--- src/rtl/mem_writeback_stage_pkg.sv ---
// Shared widths, FSM state encoding and instruction-type encodings for the MEM/WB stage.
package mem_writeback_stage_pkg;

  localparam int N_DEF       = 24;
  localparam int REG_AW_DEF  = 4;
  localparam int MEM_AW_DEF  = 16;
  localparam int TIMEOUT_DEF = 15;

  typedef enum logic {
    IDLE = 1'b0,
    WAIT = 1'b1
  } mem_state_t;

  typedef enum logic [1:0] {
    OPT_ALU    = 2'd0,
    OPT_LOAD   = 2'd1,
    OPT_STORE  = 2'd2,
    OPT_BRANCH = 2'd3
  } op_type_t;

  function automatic logic is_memop(input logic valid, input logic mem_write,
                                    input logic mem_to_reg, input logic flush);
    return valid & (mem_write | mem_to_reg) & ~flush;
  endfunction

endpackage

--- src/rtl/mem_writeback_stage_if.sv ---
// Data-memory request/ack bus between the MEM stage (master) and the memory (slave).
interface mem_writeback_stage_if
  import mem_writeback_stage_pkg::*;
#(
  parameter int N      = N_DEF,
  parameter int MEM_AW = MEM_AW_DEF
);
  logic              dmem_req;
  logic              dmem_we;
  logic [MEM_AW-1:0] dmem_addr;
  logic [N-1:0]      dmem_wdata;
  logic [N-1:0]      dmem_rdata;
  logic              dmem_ack;

  modport master (
    output dmem_req, dmem_we, dmem_addr, dmem_wdata,
    input  dmem_rdata, dmem_ack
  );

  modport slave (
    input  dmem_req, dmem_we, dmem_addr, dmem_wdata,
    output dmem_rdata, dmem_ack
  );
endinterface

--- src/rtl/mem_writeback_stage_dmem_handshake_fsm.sv ---
// Request/ack FSM with timeout, latched request fields, stall generation and
// a hold of completed load data while the pipeline is frozen.
module dmem_handshake_fsm
  import mem_writeback_stage_pkg::*;
#(
  parameter int N       = N_DEF,
  parameter int MEM_AW  = MEM_AW_DEF,
  parameter int TIMEOUT = TIMEOUT_DEF
) (
  input  logic              clk,
  input  logic              rst,
  input  logic              en,
  input  logic              flush,
  input  logic              memop,
  input  logic              we_i,
  input  logic [MEM_AW-1:0] addr_i,
  input  logic [N-1:0]      wdata_i,
  mem_writeback_stage_if.master dmem,
  output logic              stall_o,
  output logic [N-1:0]      ld_data_o,
  output logic              kill_o,
  output logic              bus_err_o
);
  localparam int CNT_W = $clog2(TIMEOUT + 1);
  localparam logic [CNT_W-1:0] CNT_LAST = CNT_W'(TIMEOUT - 1);

  mem_state_t        state_q, state_d;
  logic [CNT_W-1:0]  cnt_q, cnt_d;
  logic [MEM_AW-1:0] addr_q, addr_d;
  logic [N-1:0]      wdata_q, wdata_d;
  logic              we_q, we_d;
  logic [N-1:0]      data_q, data_d;
  logic              done_q, done_d;
  logic              kill_q, kill_d;
  logic              err_q, err_d;

  logic              req, we, complete;
  logic [MEM_AW-1:0] addr;
  logic [N-1:0]      wdata, cdata;

  always_comb begin
    state_d   = state_q;
    cnt_d     = cnt_q;
    addr_d    = addr_q;
    wdata_d   = wdata_q;
    we_d      = we_q;
    data_d    = data_q;
    done_d    = done_q;
    kill_d    = kill_q;
    err_d     = err_q;
    req       = 1'b0;
    we        = 1'b0;
    addr      = '0;
    wdata     = '0;
    stall_o   = 1'b0;
    complete  = 1'b0;
    cdata     = '0;
    ld_data_o = data_q;

    case (state_q)
      IDLE: begin
        cnt_d = '0;
        // done_q: an access already finished while frozen; never reissue it
        if (memop && !done_q) begin
          req   = 1'b1;
          we    = we_i;
          addr  = addr_i;
          wdata = wdata_i;
          if (dmem.dmem_ack) begin
            complete  = 1'b1;
            cdata     = dmem.dmem_rdata;
            ld_data_o = dmem.dmem_rdata;
          end else begin
            stall_o = 1'b1;
            state_d = WAIT;
            addr_d  = addr_i;
            wdata_d = wdata_i;
            we_d    = we_i;
          end
        end
      end
      WAIT: begin
        req   = 1'b1;
        we    = we_q;
        addr  = addr_q;
        wdata = wdata_q;
        if (dmem.dmem_ack) begin
          complete  = 1'b1;
          cdata     = dmem.dmem_rdata;
          ld_data_o = dmem.dmem_rdata;
          state_d   = IDLE;
        end else if (cnt_q == CNT_LAST) begin
          complete  = 1'b1;
          ld_data_o = '0;
          err_d     = 1'b1;
          state_d   = IDLE;
        end else begin
          stall_o = 1'b1;
          cnt_d   = cnt_q + 1'b1;
        end
      end
      default: state_d = IDLE;
    endcase

    // A flush seen while the instruction is held must still squash it at writeback
    if (flush && (state_q == WAIT || done_q)) kill_d = 1'b1;
    if (complete && !en) begin
      done_d = 1'b1;
      data_d = cdata;
    end
    if (en && !stall_o) begin
      done_d = 1'b0;
      kill_d = 1'b0;
    end
  end

  always_ff @(posedge clk) begin
    if (rst) begin
      state_q <= IDLE;
      cnt_q   <= '0;
      addr_q  <= '0;
      wdata_q <= '0;
      we_q    <= 1'b0;
      data_q  <= '0;
      done_q  <= 1'b0;
      kill_q  <= 1'b0;
      err_q   <= 1'b0;
    end else begin
      state_q <= state_d;
      cnt_q   <= cnt_d;
      addr_q  <= addr_d;
      wdata_q <= wdata_d;
      we_q    <= we_d;
      data_q  <= data_d;
      done_q  <= done_d;
      kill_q  <= kill_d;
      err_q   <= err_d;
    end
  end

  assign dmem.dmem_req   = req;
  assign dmem.dmem_we    = we;
  assign dmem.dmem_addr  = addr;
  assign dmem.dmem_wdata = wdata;
  assign kill_o          = kill_q;
  assign bus_err_o       = err_q;

endmodule

--- src/rtl/mem_writeback_stage.sv ---
// MEM and WB stages: data-memory access through the handshake FSM, MEM/WB register,
// writeback mux and the forwarding/hazard taps.
module mem_writeback_stage
  import mem_writeback_stage_pkg::*;
#(
  parameter int N       = N_DEF,
  parameter int REG_AW  = REG_AW_DEF,
  parameter int MEM_AW  = MEM_AW_DEF,
  parameter int TIMEOUT = TIMEOUT_DEF
) (
  input  logic              clk,
  input  logic              rst,
  input  logic              en,
  input  logic              flush,
  input  logic              valid_in,
  input  logic [N-1:0]      aluOut,
  input  logic [N-1:0]      rd3,
  input  logic [REG_AW-1:0] Rc,
  input  logic              memWrite,
  input  logic              memToReg,
  input  logic              regWrite,
  input  logic [1:0]        opType,
  input  logic [3:0]        opCode,
  mem_writeback_stage_if.master dmem,
  output logic              WE,
  output logic [REG_AW-1:0] Rd,
  output logic [N-1:0]      WD,
  output logic [REG_AW-1:0] Rd_EXMEM,
  output logic [REG_AW-1:0] Rd_MEMWB,
  output logic [1:0]        opTypeMem,
  output logic [3:0]        opCodeMem,
  output logic [1:0]        opTypeWB,
  output logic [3:0]        opCodeWB,
  output logic [N-1:0]      Result,
  output logic              mem_stall,
  output logic              bus_err
);
  logic              memop, kill;
  logic [N-1:0]      ld_data;

  logic              wb_valid_q, wb_valid_d;
  logic              regwrite_q, regwrite_d;
  logic [REG_AW-1:0] rc_q, rc_d;
  logic              memtoreg_q, memtoreg_d;
  logic [N-1:0]      alu_q, alu_d;
  logic [N-1:0]      load_q, load_d;
  logic [1:0]        optype_q, optype_d;
  logic [3:0]        opcode_q, opcode_d;

  assign memop = is_memop(valid_in, memWrite, memToReg, flush);

  // MEM stage
  dmem_handshake_fsm #(
    .N       (N),
    .MEM_AW  (MEM_AW),
    .TIMEOUT (TIMEOUT)
  ) u_fsm (
    .clk       (clk),
    .rst       (rst),
    .en        (en),
    .flush     (flush),
    .memop     (memop),
    .we_i      (memWrite),
    .addr_i    (aluOut[MEM_AW-1:0]),
    .wdata_i   (rd3),
    .dmem      (dmem),
    .stall_o   (mem_stall),
    .ld_data_o (ld_data),
    .kill_o    (kill),
    .bus_err_o (bus_err)
  );

  always_comb begin
    wb_valid_d = 1'b0;
    regwrite_d = 1'b0;
    rc_d       = '0;
    memtoreg_d = 1'b0;
    alu_d      = '0;
    load_d     = '0;
    optype_d   = '0;
    opcode_d   = '0;
    if (valid_in && !flush && !kill) begin
      wb_valid_d = 1'b1;
      regwrite_d = regWrite & ~memWrite;
      rc_d       = Rc;
      memtoreg_d = memToReg;
      alu_d      = aluOut;
      load_d     = ld_data;
      optype_d   = opType;
      opcode_d   = opCode;
    end
  end

  // MEM/WB register
  always_ff @(posedge clk) begin
    if (rst) begin
      wb_valid_q <= 1'b0;
      regwrite_q <= 1'b0;
      rc_q       <= '0;
      memtoreg_q <= 1'b0;
      alu_q      <= '0;
      load_q     <= '0;
      optype_q   <= '0;
      opcode_q   <= '0;
    end else if (en && !mem_stall) begin
      wb_valid_q <= wb_valid_d;
      regwrite_q <= regwrite_d;
      rc_q       <= rc_d;
      memtoreg_q <= memtoreg_d;
      alu_q      <= alu_d;
      load_q     <= load_d;
      optype_q   <= optype_d;
      opcode_q   <= opcode_d;
    end
  end

  // WB stage
  assign WE        = wb_valid_q & regwrite_q;
  assign Rd        = rc_q;
  assign WD        = memtoreg_q ? load_q : alu_q;
  assign Result    = WD;
  assign Rd_MEMWB  = rc_q;
  assign opTypeWB  = optype_q;
  assign opCodeWB  = opcode_q;
  assign Rd_EXMEM  = valid_in ? Rc : '0;
  assign opTypeMem = valid_in ? opType : '0;
  assign opCodeMem = valid_in ? opCode : '0;

endmodule
--- src/flat_wrapper.sv ---
// flat-port wrapper written by rule: the top's interface ports become plain ports
module mem_writeback_stage_flat import mem_writeback_stage_pkg::*;
#(
  parameter int N       = N_DEF,
  parameter int REG_AW  = REG_AW_DEF,
  parameter int MEM_AW  = MEM_AW_DEF,
  parameter int TIMEOUT = TIMEOUT_DEF
)
  (clk, rst, en, flush, valid_in, aluOut, rd3, Rc, memWrite, memToReg, regWrite, opType, opCode, WE, Rd, WD, Rd_EXMEM, Rd_MEMWB, opTypeMem, opCodeMem, opTypeWB, opCodeWB, Result, mem_stall, bus_err, dmem_dmem_req, dmem_dmem_we, dmem_dmem_addr, dmem_dmem_wdata, dmem_dmem_rdata, dmem_dmem_ack);
  mem_writeback_stage_if #(.N(N), .MEM_AW(MEM_AW)) dmem_i ();
  input  logic clk;
  input  logic rst;
  input  logic en;
  input  logic flush;
  input  logic valid_in;
  input  logic [N-1:0] aluOut;
  input  logic [N-1:0] rd3;
  input  logic [REG_AW-1:0] Rc;
  input  logic memWrite;
  input  logic memToReg;
  input  logic regWrite;
  input  logic [1:0] opType;
  input  logic [3:0] opCode;
  output logic WE;
  output logic [REG_AW-1:0] Rd;
  output logic [N-1:0] WD;
  output logic [REG_AW-1:0] Rd_EXMEM;
  output logic [REG_AW-1:0] Rd_MEMWB;
  output logic [1:0] opTypeMem;
  output logic [3:0] opCodeMem;
  output logic [1:0] opTypeWB;
  output logic [3:0] opCodeWB;
  output logic [N-1:0] Result;
  output logic mem_stall;
  output logic bus_err;
  output wire logic [$bits(dmem_i.dmem_req)-1:0] dmem_dmem_req;
  output wire logic [$bits(dmem_i.dmem_we)-1:0] dmem_dmem_we;
  output wire logic [$bits(dmem_i.dmem_addr)-1:0] dmem_dmem_addr;
  output wire logic [$bits(dmem_i.dmem_wdata)-1:0] dmem_dmem_wdata;
  input wire logic [$bits(dmem_i.dmem_rdata)-1:0] dmem_dmem_rdata;
  input wire logic [$bits(dmem_i.dmem_ack)-1:0] dmem_dmem_ack;
  assign dmem_dmem_req = dmem_i.dmem_req;
  assign dmem_dmem_we = dmem_i.dmem_we;
  assign dmem_dmem_addr = dmem_i.dmem_addr;
  assign dmem_dmem_wdata = dmem_i.dmem_wdata;
  assign dmem_i.dmem_rdata = dmem_dmem_rdata;
  assign dmem_i.dmem_ack = dmem_dmem_ack;
  mem_writeback_stage #(.N(N), .REG_AW(REG_AW), .MEM_AW(MEM_AW), .TIMEOUT(TIMEOUT)) u_core (.clk(clk), .rst(rst), .en(en), .flush(flush), .valid_in(valid_in), .aluOut(aluOut), .rd3(rd3), .Rc(Rc), .memWrite(memWrite), .memToReg(memToReg), .regWrite(regWrite), .opType(opType), .opCode(opCode), .dmem(dmem_i), .WE(WE), .Rd(Rd), .WD(WD), .Rd_EXMEM(Rd_EXMEM), .Rd_MEMWB(Rd_MEMWB), .opTypeMem(opTypeMem), .opCodeMem(opCodeMem), .opTypeWB(opTypeWB), .opCodeWB(opCodeWB), .Result(Result), .mem_stall(mem_stall), .bus_err(bus_err));
endmodule
--- config.mk ---
export PLATFORM = sky130hd
export DESIGN_NAME = mem_writeback_stage_flat
export DESIGN_NICKNAME = d
export VERILOG_FILES = /design/src/rtl/mem_writeback_stage_pkg.sv /design/src/rtl/mem_writeback_stage_if.sv /design/src/rtl/mem_writeback_stage_dmem_handshake_fsm.sv /design/src/rtl/mem_writeback_stage.sv /design/src/flat_wrapper.sv
export SDC_FILE = /design/constraint.sdc
export NUM_CORES = 1
export LEC_CHECK = 0
export ABC_AREA = 0
export CORE_MARGIN = 4
export CORE_UTILIZATION = 55
export CTS_CLUSTER_SIZE = 30
export DETAILED_ROUTE_END_ITERATION = 8
export DONT_BUFFER_PORTS = 1
export PLACE_DENSITY = 0.75
export RECOVER_POWER = 50
export SYNTH_ARGS = -nofsm -noshare
export SYNTH_HDL_FRONTEND = slang
export SYNTH_HIERARCHICAL = 1
export SYNTH_SLANG_ARGS = --single-unit
--- constraint.sdc ---
create_clock -name clk -period 5.1 [get_ports clk]
set_input_delay 0.255 -clock clk [delete_from_list [all_inputs] [get_ports clk]]
set_output_delay 0.255 -clock clk [all_outputs]
set_load 0.03 [all_outputs]
Yosys cells after proc, flatten, opt, wreduce, memory -nomap -nowiden
Cells that the tools add are included.
{ "totals": {"latchBits": 0, "out_inout_bits": 117, "input_bits": 91, "ramBits": 0, "word_cells": 87, "mem_count": 0, "ff_bits": 134, "romBits": 0} }
{ "op_classes": {"n_bitwise": 9, "magnitude_cmp": 0, "n_eq_ne": 3, "n_mux": 41, "n_reduce_logical": 16, "addsub": 1, "div_mod_pow": 0, "n_shift": 0, "mul": 0} }
{ "ops": {"columns": ["op", "n"], "rows": [
  ["$mux 24", 10],
  ["$pmux 24 s2", 3],
  ["$pmux 16 s2", 1],
  ["$mux 4", 6],
  ["$mux 16", 1],
  ["$mux 1", 13],
  ["$pmux 1 s2", 4],
  ["$pmux 4 s2", 1],
  ["$logic_and 1x1->1", 6],
  ["$reduce_and 3->1", 2],
  ["$logic_not 1->1", 5],
  ["$add 4x1->4 const B", 1],
  ["$and 1x1->1", 4],
  ["$eq 4x4->1 const B", 1],
  ["$mux 2", 2],
  ["$ne 2x2->1 const B", 2],
  ["$not 1->1", 4],
  ["$reduce_and 2->1", 1],
  ["$reduce_or 2->1", 1],
  ["$logic_or 1x1->1", 1],
  ["$or 1x1->1", 1]
]} }

Longest topological paths before layout
{ "logic_depth": {"depth_word": 9, "mapped_depth": 11, "mapped_depth_nobuf": 8} }

Hierarchy
The synthesis kept the hierarchy.
{ "by_module_without_submodules": {"columns": ["mod", "seq_area_each_um2", "cells_each", "area_each_um2", "n_inst"], "rows": [
  ["dmem_handshake_fsm", 1461.4, 455, 3809.9, 1],
  ["mem_writeback_stage", 1221.2, 209, 2549.9, 1]
]} }

Least setup slack after synthesis
No wires, ideal clock.
{ "synth_path": {"kind": "input to register", "from": "input memToReg", "to": "register u_core.load_q[0]", "slack_ns": 2.630, "n_path_buf": 3, "arrival_ns": 2.412, "t_required_ns": 5.042, "setup_ns": 0.058, "path_stages": 10, "cell_sequence": "nor2_1 nor3b_1 or4b_1 buf_2 buf_6 nand2_1 inv_1 a21oi_1 clkbuf_1 a22o_2"} }
{ "synth_between": {"elab_chain_cells": 8, "word_cells_on_any_way": 11, "classes_between": "mux (5); bitwise (3); reduce/logical (3)"} }
{ "synth_rtl": {"columns": ["item", "line", "rtl"], "rows": [
  ["start, declared", "flat_wrapper.sv:20", "input logic memToReg;"],
  ["$or 1x1->1", "mem_writeback_stage_pkg.sv:23", "return valid & (mem_write | mem_to_reg) & ~flush;"],
  ["$and 1x1->1 (2 in series)", "mem_writeback_stage_pkg.sv:23", null],
  ["net u_core.memop", "mem_writeback_stage.sv:38", "logic memop, kill;"],
  ["$logic_and 1x1->1", "mem_writeback_stage_dmem_handshake_fsm.sv:64", "if (memop && !done_q) begin"],
  ["$mux 1", "mem_writeback_stage_dmem_handshake_fsm.sv:64", null],
  ["$pmux 1 s2", "mem_writeback_stage_dmem_handshake_fsm.sv:60", "case (state_q)"],
  ["net mem_stall", "flat_wrapper.sv:34", "output logic mem_stall;"],
  ["$logic_not 1->1", "mem_writeback_stage.sv:105", "end else if (en && !mem_stall) begin"],
  ["$logic_and 1x1->1", "mem_writeback_stage.sv:105", null],
  ["end signal, assigned", "mem_writeback_stage.sv:111", "load_q <= load_d;"],
  ["end, declared", "mem_writeback_stage.sv:46", "logic [N-1:0] load_q, load_d;"]
]} }
The timed path passes the listed nets, and every way through them passes these cells.
A chain may end at the register's enable or synchronous reset.

Worst setup path in the final report
{ "layout_path": {"from": "register u_core.u_fsm.state_q", "to": "register u_core.u_fsm.done_q"} }
{ "layout_between": {"elab_chain_cells": 5, "word_cells_on_any_way": 7, "classes_between": "mux (2); bitwise (1); reduce/logical (4)"} }
{ "layout_rtl": {"columns": ["item", "line", "rtl"], "rows": [
  ["start, declared", "mem_writeback_stage_dmem_handshake_fsm.sv:27", "mem_state_t state_q, state_d;"],
  ["start signal, assigned", "mem_writeback_stage_dmem_handshake_fsm.sv:129", "state_q <= state_d;"],
  ["$not 1->1", null, null],
  ["$pmux 1 s2", "mem_writeback_stage_dmem_handshake_fsm.sv:60", null],
  ["$logic_not 1->1", "mem_writeback_stage_dmem_handshake_fsm.sv:111", "if (en && !stall_o) begin"],
  ["$logic_and 1x1->1", "mem_writeback_stage_dmem_handshake_fsm.sv:111", null],
  ["$reduce_or 2->1 (no source line)", null, null],
  ["end signal, assigned", "mem_writeback_stage_dmem_handshake_fsm.sv:135", "done_q <= done_d;"],
  ["end, declared", "mem_writeback_stage_dmem_handshake_fsm.sv:33", "logic done_q, done_d;"]
]} }
Several ways; a longest one is shown, not always the timed one.

==> impl_metrics.toml <==
[outcome]
status = "finished with violations"
violations = "max-capacitance violations, max-slew violations"

[cells_and_area]
drive_gt1_frac = 0.135
n_fill_cell = 895
diodes = 0
area_growth_syn_to_layout_pct = 13.0
fin_nets = 745

[logic_synthesis]
synth_cells = 664
syn_area_mm2 = 0.00636
yosysTopAreaCell = "dfxtp_1"
syn_nets = 757
synth_warnings = 6
synthTopCellsByCount = "dfxtp_1 (134), nand2_1 (108), a22o_1 (51), a22o_2 (49), a21oi_1 (42)"
synth_top_area_frac = 0.422
ys_async_sr_fraction = 0
ys_ff_latch = 134
synth-main-ff-cell = "dfxtp_1"
avgSynthCellArea_um2 = 9.58
synth_enable_flop_cells = 0
yosysSeqAreaShare = 0.422
synth_cell_type_count = 43
synthTopCellsByArea = "dfxtp_1 (42%), a22o_2 (7.7%), a22o_1 (7.0%)"
yosysMostFrequentCell = "dfxtp_1"

[floorplanning]
rows = 39
coreArea_mm2 = 0.0114
die_area_mm2 = 0.0133
pin_count = 208
die_h_um = 116
start_util = 0.559
die_w_um = 116

[detailed_routing]
ant_nets = 0
drc = 0
dr_total_vias = 5230
drt_pass1_iterations = 5
finalWirelength_um = 17700
routed_via_density = 6.47
wl_per_cell_um = 21.9
dr.first_iter.drc_count = 542

[clock_network]
cts_tree = "done"
htree_levels = 4
cts_hold_buf = 62
clk_latency_ns = 0.41
cts_made_buffers = 17
clk_path_buf_depth = 2
cts_sinks = 134
post_cts_resize_count = 0
post-cts-setup-buffers = 0
root_buffer = "clkbuf_16"
clkTransAtPathRegs_ns = 0.05

[sta]
period_share = 0.740
hold_violations = 0
relSlewSlack = -0.242
clock-skew-final_ns = 0.00765
clock.fmax_ghz = 0.265
rsz0062_at_grt = "no"
worst_hold_slack_ns = 0.0257
tightest_slew_ns = 1.86
finalMaxSlewViolations = 84
finalSetupTns_ns = 0
fin_crit_ns = 3.77
setup_viol_count_final = 0

[global_routing]
antenna_found_initial = 0
grt_pass1_vias = 5012
grt_pass1_wl_um = 26700
grt_max_degree = 103
gr-total-overflow = 0
track_usage = 0.254

[worst_setup_path]
start_kind = "flop"
cp_slowest_stage_delay_ns = 1.16
crit_type = "reg -> reg"
endpoint_kind = "flop"
critPathMaxFanout = 102
crit_chain = "nand4_1 > nand2b_1 > a311oi_2"
critPathSlowestCell = "nand4_1"
arrival_ns = 4.08
cp_data_required_time_ns = 5.40

[power_and_ir_drop]
power_density_mw_per_mm2 = 356
ir_drop_uv = 231
leakage_nw = 2.95
power.total_mw = 2.56

[placement]
port_buffers = 0
place_congestion = 0.852
dp.final_hpwl_um = 10700

[min_path]
worst_hold_path_type = "in -> reg"

[flow_run]
maxCapViolCount = 2
-- worst paths after layout --
kind	startpoint	endpoint	slack [ns]	cells past startpoint
max	u_core/u_fsm/state_q	u_core/u_fsm/done_q	1.33	3
min	regWrite	u_core/regwrite_q	0.03	1
max reg2reg	u_core/u_fsm/state_q	u_core/u_fsm/done_q	1.33	3
min reg2reg	u_core/u_fsm/addr_q[5]	u_core/u_fsm/addr_q[5]	0.46	2
-- power breakdown --
part / switching (mW) / internal [mW]
clock: 0.423 / 0.794
combinational: 0.157 / 0.0822
sequential: 0.0290 / 1.07
total: 0.609 / 1.95
-- kinds of logic after synthesis --
group / synth area share
xor+xnor: 0.00138
compound gates: 0.327
mux: 0.0443
fa+ha+maj: 0.00393
buf+inv: 0.104
flops: 0.422
simple gates: 0.0976
-- per-layer routing --
layer / track usage / part of all wire
met1: 0.296 / 0.39
met2: 0.438 / 0.51
met3: 0.0700 / 0.082
met4: 0.112 / 0.025
met5: 0 / 0
-- state kept, by name (all words and copies together), names as in the netlist, 2 cells and up --
signal,count
u_core/alu_q,24
u_core/load_q,24
u_core/u_fsm/data_q,24
u_core/u_fsm/wdata_q,24
u_core/u_fsm/addr_q,16
u_core/Rd,4
u_core/opCodeWB,4
u_core/u_fsm/cnt_q,4
u_core/opTypeWB,2
-- critical path: cells and delay by family, from the launching register on --
kind,cells,cell delay [ns]
simple gates,2,2.10
flops,1,1.05
compound gates,1,0.46
-- metrics by stage --
stage	area (µm²)	util	worst slack, ns	cells
finish	7190	0.632	1.33	808
global route	7190	0.632	1.13	808
CTS	7220	0.635	1.57	808
detailed placement	5990	0.527	1.58	714
global placement	5990	0.527	1.70	714
floorplan	6360	-	2.63	664
-- layout make-up --
cell class	count	area [µm²]	share of cell area
multi-input cells	421	3020	0.420
flip-flops and latches	134	2690	0.374
repair buffers	69	676	0.0940
clock buffers	24	472	0.0656
well taps	143	179	0.0249
clock inverters	8	123	0.0171
inverters	9	33.8	0.00470
-- cell usage in the layout (no fill, tap or decap), drive strengths merged, types with 2 or more instances in the layout --
cell type / Yosys / final
dfxtp: 134 / 134
nand2: 108 / 108
a22o: 100 / 100
dlygate4sd3: 0 / 61
a21oi: 43 / 43
o21ai: 26 / 26
clkbuf: 30 / 26
mux2: 25 / 25
o211ai: 24 / 24
o2111a: 23 / 23
a41o: 23 / 23
and2: 11 / 11
inv: 9 / 9
nor2: 7 / 7
buf: 70 / 6
clkinv: 0 / 5
o21a: 4 / 4
bufinv: 0 / 3
nor4b: 2 / 2
nand4: 2 / 2
nand2b: 2 / 2
o41ai: 2 / 2
a211oi: 2 / 2
ha: 2 / 2
nor3b: 2 / 2
and3: 2 / 2
nor2b: 2 / 2
No activity file was read; power rests on OpenSTA's default activity.
